==> src/rtl/ps2_pkg.sv <==
// rtl/ps2_pkg.sv - shared types and constants for the PS/2 scan-code receiver
//
// Contents:
//   PS2_EXT / PS2_BRK  prefix bytes folded into key events
//   ps2_state_e        deframer states
//   ps2_event_t        {ext, brk, code[7:0]} key event, 10 bits
package ps2_pkg;

  localparam logic [7:0] PS2_EXT = 8'hE0;
  localparam logic [7:0] PS2_BRK = 8'hF0;

  typedef enum logic [1:0] {
    IDLE,
    DATA,
    PARITY,
    STOP
  } ps2_state_e;

  typedef struct packed {
    logic       ext;
    logic       brk;
    logic [7:0] code;
  } ps2_event_t;

  localparam int PS2_EVENT_W = $bits(ps2_event_t);

endpackage

==> src/rtl/ps2_event_fifo.sv <==
// rtl/ps2_event_fifo.sv - show-ahead synchronous event FIFO with level output
//
// Ports:
//   clk, rst          clock, asynchronous active-low reset
//   s_tvalid/s_tdata  write side; no backpressure, a write while full is dropped
//   m_tvalid/m_tready read side handshake; m_tdata always shows the head entry
//   m_tdata           head entry, holds the last popped value while empty
//   level             number of stored entries
//   drop              one-cycle pulse when a write is discarded
module ps2_event_fifo #(
  parameter int DEPTH = 8,
  parameter int WIDTH = 10
) (
  input  logic                         clk,
  input  logic                         rst,
  input  logic                         s_tvalid,
  input  logic [WIDTH-1:0]             s_tdata,
  output logic                         m_tvalid,
  input  logic                         m_tready,
  output logic [WIDTH-1:0]             m_tdata,
  output logic [$clog2(DEPTH+1)-1:0]   level,
  output logic                         drop
);

  localparam int PW = $clog2(DEPTH);
  localparam int LW = $clog2(DEPTH + 1);

  logic [WIDTH-1:0] mem [DEPTH];
  logic [PW-1:0]    wr_ptr;
  logic [PW-1:0]    rd_ptr;
  logic [LW-1:0]    level_q;
  logic [WIDTH-1:0] last_q;
  logic             full;
  logic             pop;
  logic             wr_en;

  assign full     = (level_q == LW'(DEPTH));
  assign m_tvalid = (level_q != '0);
  assign pop      = m_tvalid & m_tready;
  // A simultaneous pop frees the slot, so a write into a full FIFO still lands.
  assign wr_en    = s_tvalid & (~full | pop);
  assign drop     = s_tvalid & full & ~pop;
  assign level    = level_q;
  // While empty the head slot is stale; present the last delivered entry instead.
  assign m_tdata  = m_tvalid ? mem[rd_ptr] : last_q;

  always_ff @(posedge clk) begin
    if (wr_en) begin
      mem[wr_ptr] <= s_tdata;
    end
  end

  always_ff @(posedge clk or negedge rst) begin
    if (!rst) begin
      wr_ptr  <= '0;
      rd_ptr  <= '0;
      level_q <= '0;
      last_q  <= '0;
    end else begin
      if (wr_en) begin
        wr_ptr <= wr_ptr + PW'(1);
      end
      if (pop) begin
        rd_ptr <= rd_ptr + PW'(1);
        last_q <= mem[rd_ptr];
      end
      case ({wr_en, pop})
        2'b10:   level_q <= level_q + LW'(1);
        2'b01:   level_q <= level_q - LW'(1);
        default: level_q <= level_q;
      endcase
    end
  end

endmodule

==> src/rtl/ps2_scan_receiver.sv <==
// rtl/ps2_scan_receiver.sv - PS/2 keyboard receiver with prefix folding and event FIFO
//
// Ports:
//   clk, rst                  system clock, asynchronous active-low reset
//   ps2_clk, ps2_data         raw PS/2 lines, asynchronous to clk
//   ev_valid/ev_ready         event handshake; ev_ext/ev_brk/ev_code carry the head event
//   fifo_level                events currently buffered
//   busy                      a frame is being received
//   clear_err                 clears the sticky flags below
//   parity_err, frame_err,
//   overflow                  sticky error flags
module ps2_scan_receiver
  import ps2_pkg::*;
#(
  parameter int FILTER_LEN     = 8,
  parameter int TIMEOUT_CYCLES = 50000,
  parameter int FIFO_DEPTH     = 8
) (
  input  logic                            clk,
  input  logic                            rst,
  input  logic                            ps2_clk,
  input  logic                            ps2_data,
  output logic                            ev_valid,
  input  logic                            ev_ready,
  output logic                            ev_ext,
  output logic                            ev_brk,
  output logic [7:0]                      ev_code,
  output logic [$clog2(FIFO_DEPTH+1)-1:0] fifo_level,
  output logic                            busy,
  input  logic                            clear_err,
  output logic                            parity_err,
  output logic                            frame_err,
  output logic                            overflow
);

  localparam int FCW = (FILTER_LEN > 1) ? $clog2(FILTER_LEN) : 1;
  localparam logic [FCW-1:0] FILT_MAX = FCW'(FILTER_LEN - 1);
  localparam int TCW = $clog2(TIMEOUT_CYCLES + 1);
  localparam logic [TCW-1:0] T_MAX = TCW'(TIMEOUT_CYCLES);

  // ---------------------------------------------------------------------------
  // Input path: bit 0 is the clock line, bit 1 the data line.
  // ---------------------------------------------------------------------------
  logic [1:0]          raw;
  logic [1:0]          sync1;
  logic [1:0]          sync2;
  logic [1:0]          filt;
  logic [1:0][FCW-1:0] fcnt;
  logic                filt_clk_d;
  logic                fall;
  logic                din;

  assign raw = {ps2_data, ps2_clk};

  always_ff @(posedge clk or negedge rst) begin
    if (!rst) begin
      sync1      <= 2'b11;
      sync2      <= 2'b11;
      filt       <= 2'b11;
      fcnt       <= '0;
      filt_clk_d <= 1'b1;
    end else begin
      sync1      <= raw;
      sync2      <= sync1;
      filt_clk_d <= filt[0];
      for (int i = 0; i < 2; i++) begin
        // The filtered level only follows after FILTER_LEN consecutive
        // cycles of disagreement; any agreement restarts the count.
        if (sync2[i] == filt[i]) begin
          fcnt[i] <= '0;
        end else if (fcnt[i] == FILT_MAX) begin
          filt[i] <= sync2[i];
          fcnt[i] <= '0;
        end else begin
          fcnt[i] <= fcnt[i] + FCW'(1);
        end
      end
    end
  end

  assign fall = filt_clk_d & ~filt[0];
  assign din  = filt[1];

  // ---------------------------------------------------------------------------
  // Deframer
  // ---------------------------------------------------------------------------
  ps2_state_e     state;
  logic [2:0]     bit_cnt;
  logic [7:0]     shreg;
  logic           par_bit;
  logic [TCW-1:0] tcnt;
  logic           byte_valid;
  logic [7:0]     byte_data;
  logic           bad_frame;

  assign busy = (state != IDLE);

  always_ff @(posedge clk or negedge rst) begin
    if (!rst) begin
      state      <= IDLE;
      bit_cnt    <= '0;
      shreg      <= '0;
      par_bit    <= 1'b0;
      tcnt       <= '0;
      byte_valid <= 1'b0;
      byte_data  <= '0;
      bad_frame  <= 1'b0;
      parity_err <= 1'b0;
      frame_err  <= 1'b0;
    end else begin
      byte_valid <= 1'b0;
      bad_frame  <= 1'b0;
      // Clear first so that an error detected in the same cycle overrides it.
      if (clear_err) begin
        parity_err <= 1'b0;
        frame_err  <= 1'b0;
      end

      if (state == IDLE) begin
        if (fall) begin
          if (!din) begin
            state   <= DATA;
            bit_cnt <= '0;
            tcnt    <= TCW'(1);
          end else begin
            frame_err <= 1'b1;
            bad_frame <= 1'b1;
          end
        end
      end else if (fall) begin
        // tcnt counts cycles elapsed since the most recent falling edge.
        tcnt <= TCW'(1);
        case (state)
          DATA: begin
            shreg   <= {din, shreg[7:1]};
            bit_cnt <= bit_cnt + 3'd1;
            if (bit_cnt == 3'd7) begin
              state <= PARITY;
            end
          end
          PARITY: begin
            par_bit <= din;
            state   <= STOP;
          end
          STOP: begin
            state <= IDLE;
            if (!din) begin
              frame_err <= 1'b1;
            end
            if (!(^{shreg, par_bit})) begin
              parity_err <= 1'b1;
            end
            if (din && (^{shreg, par_bit})) begin
              byte_valid <= 1'b1;
              byte_data  <= shreg;
            end else begin
              bad_frame <= 1'b1;
            end
          end
          default: state <= IDLE;
        endcase
      end else if (tcnt == T_MAX) begin
        state     <= IDLE;
        frame_err <= 1'b1;
        bad_frame <= 1'b1;
      end else begin
        tcnt <= tcnt + TCW'(1);
      end
    end
  end

  // ---------------------------------------------------------------------------
  // Prefix decoder
  // ---------------------------------------------------------------------------
  logic       ext_pend;
  logic       brk_pend;
  logic       push;
  logic       drop;
  ps2_event_t push_ev;
  ps2_event_t head_ev;

  assign push    = byte_valid && (byte_data != PS2_EXT) && (byte_data != PS2_BRK);
  assign push_ev = {ext_pend, brk_pend, byte_data};

  always_ff @(posedge clk or negedge rst) begin
    if (!rst) begin
      ext_pend <= 1'b0;
      brk_pend <= 1'b0;
      overflow <= 1'b0;
    end else begin
      if (bad_frame) begin
        ext_pend <= 1'b0;
        brk_pend <= 1'b0;
      end else if (byte_valid) begin
        if (byte_data == PS2_EXT) begin
          ext_pend <= 1'b1;
        end else if (byte_data == PS2_BRK) begin
          brk_pend <= 1'b1;
        end else begin
          ext_pend <= 1'b0;
          brk_pend <= 1'b0;
        end
      end
      if (drop) begin
        overflow <= 1'b1;
      end else if (clear_err) begin
        overflow <= 1'b0;
      end
    end
  end

  ps2_event_fifo #(
    .DEPTH (FIFO_DEPTH),
    .WIDTH (PS2_EVENT_W)
  ) u_fifo (
    .clk      (clk),
    .rst      (rst),
    .s_tvalid (push),
    .s_tdata  (push_ev),
    .m_tvalid (ev_valid),
    .m_tready (ev_ready),
    .m_tdata  (head_ev),
    .level    (fifo_level),
    .drop     (drop)
  );

  assign ev_ext  = head_ev.ext;
  assign ev_brk  = head_ev.brk;
  assign ev_code = head_ev.code;

endmodule

==> config.mk <==
export PLATFORM = sky130hd
export DESIGN_NAME = ps2_scan_receiver
export DESIGN_NICKNAME = d
export VERILOG_FILES = /design/src/rtl/ps2_pkg.sv /design/src/rtl/ps2_event_fifo.sv /design/src/rtl/ps2_scan_receiver.sv
export SDC_FILE = /design/constraint.sdc
export NUM_CORES = 1
export LEC_CHECK = 0
export CAP_MARGIN = 20
export CORE_UTILIZATION = 30
export DETAILED_ROUTE_END_ITERATION = 7
export PLACE_DENSITY = 0.45
export SLEW_MARGIN = 5
export SYNTH_ARGS = -nofsm -noshare
export SYNTH_HDL_FRONTEND = slang
export SYNTH_HIERARCHICAL = 1
export SYNTH_SLANG_ARGS = --single-unit
==> constraint.sdc <==
create_clock -name clk -period 3.3 [get_ports clk]
set_input_delay 0.825 -clock clk [delete_from_list [all_inputs] [get_ports clk]]
set_output_delay 0.825 -clock clk [all_outputs]
set_load 0.03 [all_outputs]
==> results.txt <==
- The first detailed-routing pass took 4 iterations.
- Int Pwr: 0.00415 W
- The initial utilization of the core area, before any placement, comes to 31.0%.
- Number of ports placed on the die boundary: 25
- During synthesis, Yosys emitted a total of 6 warnings.
* Max transition margin: 45.7%
- The analysis attributes to net switching a power of 0.00218 W.
* Number of synthesized flops with an enable pin: 80
- Clock sink total: 158
- Yosys mapped the design onto 71 distinct sky130hd cell types.
* Hold Vio Cnt, Final: 0
* Dpl cell area: 7690 µm²
* Die Area: 24300 µm²
* Final non-filler cell area: 8250 µm²
- Max stage delay on crit path: 0.60 ns
* Final critical-path setup slack: 0.153 ns
- Maximum net fanout on the critical path: 18
- Cells fill 36.0% of the core in the end.
- Setup skew after layout: 0.0134 ns
- The tightest min-delay check is of the input pin to async pin type.
- In this run, the combinational gates consume 30.7% of the power.
- Setup repair after global routing missed its margin: false
* Status: finished, final reports clean
* Class of the most critical setup path: flip-flop to primary output
- Final slew viol count: 0
* Number of global-route vias before repair: 4416
- Total Wirelength: 14.1 mm
* Net count after synthesis: 544
- Average cell area after synthesis: 13.6 µm²
- N_diodes: 0
- Entering global routing, the biggest net connects 63 pins.
- Number of violations of the max-capacitance limit: 0
- Setup TNS after final layout: 0 ns
* Register bit count reported by yosys: 158
- Core area: 22900 µm²
* GRT overflow: 0
- The detailed router finished its first iteration with 227 violations.
* Post-route clock period utilization: 95.4%
* Buffers from clock root to sink, at most: 2
- Dividing the detail-routed wire length by the instance count gives 16.0 µm.
- Wire length of the first global-routing pass: 23.9 mm
- Worst-case vdd ir drop: 0.327 mV
- STA classifies the critical path startpoint as a flip-flop.
- Data required, critical path: 2.47 ns
- Summing every instance area after synthesis gives 7090 µm².
- Seq/Total Area, Yosys: 61.5%
* Final setup violation count: 0
* Clock-pin slew on the worst setup and hold paths: 0.07 ns
- From bottom edge to top edge, the die measures 156 µm.
- The routed design could run at a clock period as short as 3.15 ns.
* Postcts setup bufs: 0
- Estimated wirelength of the detail-placed design: 9.61 mm
- Relative contribution of the clock network to total power: 29.8%
- At the later pin of the worst-skew pair, clock insertion delay measures 0.42 ns.
- Traced cell by cell, the critical path runs through buf_4 -> mux2_2 -> o22ai_1 -> a221o_1 -> o21ai_1 -> buf_4.
- Top_reg_cell synth: sky130_fd_sc_hd__edfxtp_1
- The die is 156 µm wide.
- Detail Route Antenna Nets: 0
- Endpoint arrival time on the critical path: 2.32 ns
- Dividing the detail-routed via count by the number of cells gives 4.81.
* Leak Pwr: 3.19 nW
- Switching power as a share of total power: 34.4%
- In this run the number of H-tree levels came out at 4.
* Clock root buffer: sky130_fd_sc_hd__clkbuf_16
- For this run, design rule violations remaining after detail routing come to 0.
* Slowest stage cell, crit path: sky130_fd_sc_hd__dfrtp_4
- Overall Power: 0.00633 W
- In this run, post-CTS hold repair placed 0 buffers.
- Filler cells: 2227
- Placer's final routability congestion estimate: 0.793
* Synth-to-Final Area Change: 16.4%
- The initial antenna violation count came to 0.
* Clock tree from TritonCTS: built
- Capturing element type of the critical path: primary output
- Share of flip-flops with an asynchronous set or reset after synthesis: 49.4%
- Number of buffers created by CTS: 17
* Net total in the final layout: 579
- Measured slew at the worst slew-check pin: 0.812 ns
* Crit path top cell by count: sky130_fd_sc_hd__buf_4
* Highest Clock Rate: 0.318 GHz
- Power per standard cell area: 767 nW/µm²
* Sequential share of power: 39.5%
* Total number of vias: 4255
* Instance count of the mapped netlist: 523
- Setup slack after placement: 0.368 ns
* Total number of placement rows: 55
- Number of buffer cells added on primary ports: 24
- Total global-route track usage: 12.8%
- Fraction of final layout cells sized beyond drive strength 1: 21.2%
[synth_stat cells (5+ instances only)]
library cell,count,area share (%)
sky130_fd_sc_hd__edfxtp_1,80,34
sky130_fd_sc_hd__dfrtp_1,71,25
sky130_fd_sc_hd__nand2_1,47,2.5
sky130_fd_sc_hd__mux2_2,36,5.7
sky130_fd_sc_hd__mux2i_1,24,3.4
sky130_fd_sc_hd__o21ai_1,21,1.5
sky130_fd_sc_hd__a21oi_1,16,1.1
sky130_fd_sc_hd__ha_1,15,2.6
sky130_fd_sc_hd__inv_1,13,0.69
sky130_fd_sc_hd__o22ai_1,13,1.1
sky130_fd_sc_hd__nor2_1,12,0.63
sky130_fd_sc_hd__a221o_1,11,1.6
sky130_fd_sc_hd__clkbuf_1,9,0.48
sky130_fd_sc_hd__nor3_1,8,0.56
sky130_fd_sc_hd__dfstp_2,7,2.6
sky130_fd_sc_hd__nand3_1,7,0.49
sky130_fd_sc_hd__xnor2_1,7,0.86
sky130_fd_sc_hd__a22o_1,6,0.74
sky130_fd_sc_hd__a31oi_1,5,0.44
sky130_fd_sc_hd__and2_1,5,0.44
sky130_fd_sc_hd__buf_2,5,0.35
sky130_fd_sc_hd__nor2b_1,5,0.44
sky130_fd_sc_hd__nor3b_1,5,0.53
sky130_fd_sc_hd__o21ai_0,5,0.35
sky130_fd_sc_hd__o31ai_1,5,0.53
sky130_fd_sc_hd__xor2_1,5,0.62
[power by group through the flow]
stage	combinational (W)	clock (W)	sequential [W]
final	0.00194	0.00188	0.00250
after detailed placement	0.00199	0	0.00253
after CTS	0.00197	0.00194	0.00250
after global routing	0.00215	0.00203	0.00254
after global placement	0.00196	0	0.00252
after floorplan	0.00155	0	0.00243
[placed cells by master, fill, tap and decap left out, types with 4 or more instances in the layout]
cell type                         instances
sky130_fd_sc_hd__edfxtp_1                80
sky130_fd_sc_hd__dfrtp_1                 70
sky130_fd_sc_hd__nand2_1                 47
sky130_fd_sc_hd__mux2_2                  36
sky130_fd_sc_hd__mux2i_1                 24
sky130_fd_sc_hd__buf_4                   23
sky130_fd_sc_hd__o21ai_1                 21
sky130_fd_sc_hd__clkbuf_16               17
sky130_fd_sc_hd__a21oi_1                 16
sky130_fd_sc_hd__ha_1                    15
sky130_fd_sc_hd__inv_1                   13
sky130_fd_sc_hd__o22ai_1                 13
sky130_fd_sc_hd__clkdlybuf4s50_1         13
sky130_fd_sc_hd__nor2_1                  12
sky130_fd_sc_hd__a221o_1                 11
sky130_fd_sc_hd__nor3_1                   8
sky130_fd_sc_hd__xnor2_1                  7
sky130_fd_sc_hd__nand3_1                  7
sky130_fd_sc_hd__dfstp_2                  7
sky130_fd_sc_hd__a22o_1                   6
sky130_fd_sc_hd__inv_6                    6
sky130_fd_sc_hd__xor2_1                   5
sky130_fd_sc_hd__and2_1                   5
sky130_fd_sc_hd__nor3b_1                  5
sky130_fd_sc_hd__o31ai_1                  5
sky130_fd_sc_hd__a31oi_1                  5
sky130_fd_sc_hd__o21ai_0                  5
sky130_fd_sc_hd__nand4_1                  4
sky130_fd_sc_hd__or4_2                    4
sky130_fd_sc_hd__and3_1                   4
sky130_fd_sc_hd__a21o_1                   4
sky130_fd_sc_hd__nor2b_1                  4
[routing by layer]
layer	up-vias	share of wire, %	global-route usage, %
li1	2061	-	-
met1	2129	50	17.4
met2	53	47	20.1
met3	12	2.7	3.11
met4	0	1.0	4.34
met5	-	0	0
[registers in the layout, summed over array words and instances (netlist names), 2 cells and up]
register,count
u_fifo/last_q,10
shreg,8
fcnt,6
bit_cnt,3
u_fifo/level,4
byte_data,8
u_fifo/rd_ptr,3
u_fifo/mem,80
sync2,2
state,2
u_fifo/wr_ptr,3
tcnt,16
filt,2
sync1,2
[layout make-up]
type | count | area, µm² | share of cell area, %
well taps | 313 | 392 | 4.75
clock buffers | 18 | 429 | 5.20
inverters | 14 | 52.6 | 0.637
repair buffers | 41 | 360 | 4.37
flip-flops and latches | 158 | 4370 | 52.9
clock inverters | 14 | 131 | 1.59
multi-input cells | 326 | 2520 | 30.5
[final timing paths]
check | start | slack, ns | cells past startpoint | endpoint
setup reg to reg | byte_data[6] | 0.60 | 8 | u_fifo/level[1]
max in group asynchronous | rst | 2.35 | 2 | filt[1]
setup / recovery | u_fifo/rd_ptr[0] | 0.15 | 6 | ev_code[0]
hold reg to reg | sync1[1] | 0.36 | 0 | sync2[1]
min in group clk | sync1[1] | 0.36 | 0 | sync2[1]
hold / removal | rst | 0.27 | 1 | u_fifo/level[0]
[cell families after synthesis]
family / share of synthesized area, %
DFF: 61.5
and+or+nand+nor: 10.3
AOI/OAI and AO/OA: 10.4
muxes: 9.90
buffers and inverters: 3.16
adders and majority gates: 2.65
xor gates and xnor gates: 2.12
[worst max-delay path, delay by kind of cell (launching register included)]
kind | cells | cell delay, ns
DFF | 1 | 0.60
muxes | 1 | 0.35
AOI/OAI and AO/OA | 3 | 0.51
buffers and inverters | 2 | 0.43
[metrics by stage]
| stage | cells | hold WS, ns |
|---|---|---|
| floorplan | 523 | 0.345 |
| global placement | 852 | 0.346 |
| detailed placement | 852 | 0.347 |
| CTS | 884 | 0.263 |
| global route | 884 | 0.264 |
| finish | 884 | 0.268 |
[what timing repair did]
action | 4_1_cts | 5_1_grt
endpoints found under the setup margin | 8 | 5
resized for setup | 5 | 1
cloned | 0 | 0
Note: power is estimated with default switching activity, not from simulation.
